==> src/rtl/button_debouncer_mc.sv <==
// Multi-channel button debouncer: 2-FF sync, prescaled sampling, run-length filter,
// press/release pulses and a long-press hold flag per channel.

module button_debouncer_lane #(
    parameter int SAMPLES    = 8,
    parameter int ACTIVE_LOW = 1,
    parameter int HOLD_TICKS = 500
) (
    input  logic clock,
    input  logic reset,
    input  logic tick_i,
    input  logic noisy_i,
    output logic debounced_o,
    output logic pressed_o,
    output logic released_o,
    output logic held_o
);
    localparam int   CW   = $clog2(SAMPLES + 1);
    localparam int   HW   = (HOLD_TICKS > 0) ? $clog2(HOLD_TICKS + 1) : 1;
    localparam logic IDLE = (ACTIVE_LOW != 0);

    logic          sync1_q, sync2_q, x;
    logic [CW-1:0] cnt_q, cnt_d;
    logic [HW-1:0] hold_q, hold_d;
    logic          deb_q, deb_d;
    logic          pr_q, pr_d, rl_q, rl_d;

    // Normalise so that 1 always means "pressed".
    assign x = sync2_q ^ IDLE;

    always_comb begin
        cnt_d  = cnt_q;
        deb_d  = deb_q;
        hold_d = hold_q;
        if (tick_i) begin
            if (x == deb_q) begin
                cnt_d = '0;
            end else if (cnt_q + CW'(1) == CW'(SAMPLES)) begin
                deb_d = x;
                cnt_d = '0;
            end else begin
                cnt_d = cnt_q + CW'(1);
            end
        end
        if (!deb_q) begin
            hold_d = '0;
        end else if (tick_i && hold_q != HW'(HOLD_TICKS)) begin
            hold_d = hold_q + HW'(1);
        end
        pr_d = deb_d & ~deb_q;
        rl_d = ~deb_d & deb_q;
    end

    always_ff @(posedge clock or posedge reset) begin
        if (reset) begin
            sync1_q <= IDLE;
            sync2_q <= IDLE;
            cnt_q   <= '0;
            hold_q  <= '0;
            deb_q   <= 1'b0;
            pr_q    <= 1'b0;
            rl_q    <= 1'b0;
        end else begin
            sync1_q <= noisy_i;
            sync2_q <= sync1_q;
            cnt_q   <= cnt_d;
            hold_q  <= hold_d;
            deb_q   <= deb_d;
            pr_q    <= pr_d;
            rl_q    <= rl_d;
        end
    end

    assign debounced_o = deb_q;
    assign pressed_o   = pr_q;
    assign released_o  = rl_q;
    // Gated by deb_q so held drops in the same cycle as the release.
    assign held_o      = (HOLD_TICKS != 0) && deb_q && (hold_q == HW'(HOLD_TICKS));
endmodule

module button_debouncer_mc #(
    parameter int CHANNELS   = 4,
    parameter int SAMPLES    = 8,
    parameter int DIV        = 1000,
    parameter int ACTIVE_LOW = 1,
    parameter int HOLD_TICKS = 500
) (
    input  logic                clock,
    input  logic                reset,
    input  logic [CHANNELS-1:0] noisy_i,
    output logic [CHANNELS-1:0] debounced_o,
    output logic [CHANNELS-1:0] pressed_o,
    output logic [CHANNELS-1:0] released_o,
    output logic [CHANNELS-1:0] held_o
);
    localparam int PW = (DIV > 1) ? $clog2(DIV) : 1;

    logic [PW-1:0] pre_q, pre_d;
    logic          tick;

    assign tick  = (pre_q == PW'(DIV - 1));
    assign pre_d = tick ? '0 : pre_q + PW'(1);

    always_ff @(posedge clock or posedge reset) begin
        if (reset) pre_q <= '0;
        else       pre_q <= pre_d;
    end

    button_debouncer_lane #(
        .SAMPLES    (SAMPLES),
        .ACTIVE_LOW (ACTIVE_LOW),
        .HOLD_TICKS (HOLD_TICKS)
    ) u_lane [CHANNELS-1:0] (
        .clock       (clock),
        .reset       (reset),
        .tick_i      (tick),
        .noisy_i     (noisy_i),
        .debounced_o (debounced_o),
        .pressed_o   (pressed_o),
        .released_o  (released_o),
        .held_o      (held_o)
    );
endmodule
==> config.mk <==
export PLATFORM = sky130hd
export DESIGN_NAME = button_debouncer_mc
export DESIGN_NICKNAME = d
export VERILOG_FILES = /design/src/rtl/button_debouncer_mc.sv
export SDC_FILE = /design/constraint.sdc
export NUM_CORES = 1
export LEC_CHECK = 0
export ABC_CLOCK_PERIOD_IN_PS = 5130
export CAP_MARGIN = 20
export CORE_UTILIZATION = 55
export CTS_BUF_LIST = sky130_fd_sc_hd__clkbuf_8
export DETAILED_ROUTE_END_ITERATION = 8
export PLACE_DENSITY = 0.74
export RECOVER_POWER = 100
export SLEW_MARGIN = 20
export SYNTH_ARGS = -nofsm -noshare
export SYNTH_HDL_FRONTEND = slang
export SYNTH_HIERARCHICAL = 1
export SYNTH_SLANG_ARGS = --single-unit
==> constraint.sdc <==
create_clock -name clock -period 5.13 [get_ports clock]
set_input_delay 1.539 -clock clock [delete_from_list [all_inputs] [get_ports clock]]
set_output_delay 1.539 -clock clock [all_outputs]
set_load 0.02 [all_outputs]
== After elaboration in Yosys (flattened, before gate mapping) ==
Index checks and enable logic that the tools add are counted.

* Flip-flop bits (word level): 82
* Input port bits: 6
* Output and inout port bits: 16
* Logic and storage cells: 116

* Add/subtract/negate cells: 9
* Equal/unequal tests: 21
* Multiplexer cells: 29
* Bitwise gates (word level): 20
* Reductions and logical operators: 8

{| class="wikitable"
|+ Operator list
! operator !! count
|-
| 9-bit two-way mux || 8
|-
| 9-bit by 1-bit adder with 9-bit output (second input constant) || 4
|-
| 9-bit equality test (second input constant) || 4
|-
| 9-bit != test (second input constant) || 4
|-
| 4-bit two-way mux || 8
|-
| 4-bit by 1-bit adder with 4-bit output (second input constant) || 4
|-
| 4-bit equality test (second input constant) || 4
|-
| 1-bit two-way mux || 12
|-
| 1-bit inverter || 12
|-
| 10-bit by 1-bit adder with 10-bit output (second input constant) || 1
|-
| 10-bit equality test (second input constant) || 1
|-
| 10-bit two-way mux || 1
|-
| 1-bit bitwise AND || 8
|-
| 1-bit logical AND || 8
|-
| 2-bit != test (second input constant) || 4
|-
| 1-bit equality test || 4
|}

== Depth between registers and ports, before layout ==
* Depth in word-level cells: 7
* Gate-level depth with buffers: 9
* Depth with buffers taken out: 8

== Cells and area by module ==
Netlist, hierarchy kept.

{| class="wikitable"
|+ Modules (own cells, without submodules)
! module !! times used !! cells an instance !! area an instance (um^2) !! sequential area each (um^2)
|-
| button_debouncer_lane || 4 || 87 || 868.3 || 452.9
|-
| button_debouncer_mc || 1 || 47 || 506.7 || 250.2
|}

== Worst setup path after synthesis ==
OpenSTA, ideal clock, no wires.

* Path kind: reg-to-output
* Start: register u_lane[0].deb_q
* End: output port held_o[0]
* Data arrival time: 1.389 ns
* Data required time: 3.591 ns
* Setup slack: 2.202 ns
* Stages on the path, launching flop included: 3
* Buffers on the path: 0
* Path through: dfrtp_1 clkinv_1 nor3_1

* Longest elaborated chain between the ends: 1

{| class="wikitable"
|+ RTL lines
! item !! line !! RTL
|-
| from (decl) || 25 || <nowiki>logic deb_q, deb_d;</nowiki>
|-
| from (signal assigned) || 60 || <nowiki>deb_q <= 1'b0;</nowiki>
|-
| from (signal assigned) || 68 || <nowiki>deb_q <= deb_d;</nowiki>
|-
| 1-bit logical AND || 78 || <nowiki>assign held_o = (HOLD_TICKS != 0) && deb_q && (hold_q == HW'(HOLD_TICKS));</nowiki>
|-
| to (decl) || 94 || <nowiki>output logic [CHANNELS-1:0] held_o</nowiki>
|}

No other way between the ends.

== Final worst setup path ==
Same ends and word-level chain as after synthesis.

==> results.toml <==
[run_status]
outcome = "complete, no violations"

[final_layout]
share_of_post_route_cells_with_drive_strength_above_1_pct = 9.11
final_net_count = 442
count_of_filler_cells_inserted_in_the_layout = 593
areaGrowthSynthToFinish_pct = 10.6
layout.cell_area.non_filler_um2 = 4400
diode_count = 0

[global_route]
gr-total-overflow = 0
groute.usage.overall_pct = 20.6
first_pass_grt_wire_length_um = 12100
grt_antenna_before_repair = 0
number_of_global_route_vias_before_repair = 2822
grt_max_degree = 38

[die]
std_cell_rows = 30
chipWidth_um = 87.1
num_io_pins = 22
initial_utilization_pct = 57.6
chipHeight_um = 87.1
core_region_area_um2 = 6910
die-area_um2 = 7580

[sta]
layout_min_cycle_time_ns = 3.61
timing.final.max_slew_violations = 0
max_slew_headroom_at_the_worst_pin_pct = 15.5
total_neg_setup_slack_ns = 0
timing.fmax_ghz = 0.277
finalSetupViolCount = 0
final.setup_skew_ns = 0.0105
rsz0062_at_grt = "no"
transition_time_at_the_pin_with_the_least_slew_margin_ns = 1.27
hold_violations = 0
finalCritPeriodShare_pct = 70.4

[synth]
yosysSeqAreaShare_pct = 51.8
synth_enable_flop_cells = 0
yosys-top-cells-area = "sky130_fd_sc_hd__dfrtp_1, sky130_fd_sc_hd__dfstp_2, sky130_fd_sc_hd__nand3_1, sky130_fd_sc_hd__ha_1, sky130_fd_sc_hd__xor2_1"
synth-adder-area-share_pct = 4.09
ys_warn_count = 6
netlist_top_cells_count = "sky130_fd_sc_hd__dfrtp_1, sky130_fd_sc_hd__nand3_1, sky130_fd_sc_hd__nor2_1"
synthDominantAreaCellType = "sky130_fd_sc_hd__dfrtp_1"
yosys_most_used_dff = "sky130_fd_sc_hd__dfrtp_1"
post_synth_mux_area_share_pct = 2.14
synth_compound_gate_area_share_pct = 9.27
share_of_the_synthesized_area_in_the_top_cell_type_pct = 46.5
synth.cell_area_um2 = 3980
synthMostInstantiatedCell = "sky130_fd_sc_hd__dfrtp_1"
postSynthAreaPerCell_um2 = 10.1
synthCells = 395
synth_top_family_by_area = "simple AND/OR/NAND/NOR gates"
synth.lib_cells_used.distinct = 37
postSynthNetCount = 414
yosys_register_bits = 82
synth-async-reset-ratio_pct = 100
synth_xor_xnor_area_share_pct = 7.14
post_synth_and_or_nand_nor_area_fraction_pct = 21.3

[drt]
firstDrtPassIters = 4
dr_total_vias = 2948
post-route-drc-count = 0
wire_per_inst_um = 13.2
total_wire_length_um = 6900
drt-vias-per-instance = 5.63
first_iter_violations = 111
antenna_violating_nets_post_route = 0

[clocking]
post_cts.repair.setup_buffers = 0
clk-insertion-delay-late_ns = 0.34
cts_repair_resize_count = 0
clock_tree.root_cell = "sky130_fd_sc_hd__clkbuf_8"
clock-sinks = 82
clk_pin_slew_ns = 0.08
cts_inserted_buffers = 9
cts.htree.levels = 3
ctsHoldBuffers = 0
cts_tree = "done"
cts_max_path_buffers = 2

[critical_path]
critical_path_arrival_ns = 2.07
crit_path_start_kind = "register"
required_time_of_the_worst_setup_path_ns = 3.59
criticalPathCategory = "register to primary output"
worst-path-max-fanout = 10
cp-end-kind = "primary output"

[power]
p_per_area_nw_per_um2 = 243
static-leakage-power_uw = 0.00185
worst_ir_drop_vdd_mv = 0.174

[worst_hold_path]
hp-class = "register to register"

[placed_design]
gp_congestion = 0.774
post-dp-hpwl_um = 4720
place_area_um2 = 4260
buffer_ports.inserted = 21

[job]
cap_violations = 0
## registers in the layout (all words and copies together), names as in the netlist
signal and count:
u_lane/pressed_o 4, u_lane/hold_q 36, u_lane/sync2_q 4, u_lane/released_o 4, u_lane/cnt_q 16, pre_q 10, u_lane/debounced_o 4, u_lane/sync1_q 4
## area by class of cell
| cell class | instances | area [µm²] | share of cell area, % |
|---|---|---|---|
| Sequential cell | 82 | 2060 | 46.8 |
| Inverter | 30 | 113 | 2.56 |
| Multi-Input combinational cell | 278 | 1730 | 39.2 |
| Tap cell | 96 | 120 | 2.73 |
| Timing Repair Buffer | 22 | 218 | 4.94 |
| Clock buffer | 10 | 138 | 3.13 |
| Clock inverter | 6 | 26.3 | 0.597 |
## per-stage QoR
stage / hold slack [ns] / util, % / setup slack (ns) / power (µW) / instances
floorplan: 0.345 / - / 2.20 / 679 / 395
global placement: 0.346 / 61.7 / 1.97 / 688 / 508
detailed placement: 0.347 / 61.7 / 1.93 / 688 / 508
CTS: 0.359 / 64.1 / 1.51 / 1090 / 524
global route: 0.362 / 63.7 / 1.09 / 1120 / 524
finish: 0.357 / 63.7 / 1.52 / 1070 / 524
## cell families after synthesis
logic type,Yosys count
multiplexers,8
adder cells (fa/ha/maj),13
buffers and inverters,35
XOR/XNOR,29
AO/OA/AOI/OAI,67
flip-flops,82
AND/OR/NAND/NOR,161
## routing by layer
metal	vias up	global-route usage, %	routed length (µm)
li1	1442	-	-
met1	1452	25.5	3090
met2	49	35.1	3470
met3	5	6.16	279
met4	0	5.61	59
met5	-	0	0
## final timing paths
check	from	end	slack, ns	cells after the start
min in group asynchronous	reset	pre_q[0]	1.73	2
setup reg to reg	pre_q[0]	u_lane[0]/hold_q[3]	1.54	8
max in group asynchronous	reset	u_lane[2]/hold_q[1]	2.84	2
hold / removal	u_lane[2]/sync1_q	u_lane[2]/sync2_q	0.36	0
hold reg to reg	u_lane[2]/sync1_q	u_lane[2]/sync2_q	0.36	0
setup / recovery	u_lane[0]/debounced_o	held_o[0]	1.52	3
## cell usage in the layout, fill, tap and decap left out, types with 13 or more instances in the layout
cell type | synthesis | routed
sky130_fd_sc_hd__nand2_1 | 30 | 31
sky130_fd_sc_hd__dfrtp_1 | 74 | 74
sky130_fd_sc_hd__dlygate4sd3_1 | 0 | 21
sky130_fd_sc_hd__nor2_1 | 31 | 33
sky130_fd_sc_hd__a21oi_1 | 26 | 26
sky130_fd_sc_hd__inv_1 | 22 | 25
sky130_fd_sc_hd__ha_1 | 13 | 13
sky130_fd_sc_hd__nand3_1 | 33 | 33
sky130_fd_sc_hd__o21ai_0 | 21 | 25
sky130_fd_sc_hd__xor2_1 | 18 | 18
## report_power, final
group / internal [µW] / switching (µW) / leakage (µW)
Combinational: 4.17 / 15.2 / 0.000646
Clock: 181 / 213 / 0.0000996
Sequential: 652 / 2.70 / 0.00110
## worst max-delay path, stage by stage, from the launching register on
cell and delay, ns:
sky130_fd_sc_hd__dfrtp_1 0.48, sky130_fd_sc_hd__clkinv_1 0.31, sky130_fd_sc_hd__nor3_1 0.24, sky130_fd_sc_hd__dlygate4sd3_1 0.69
(Power assumes the default switching activity.)
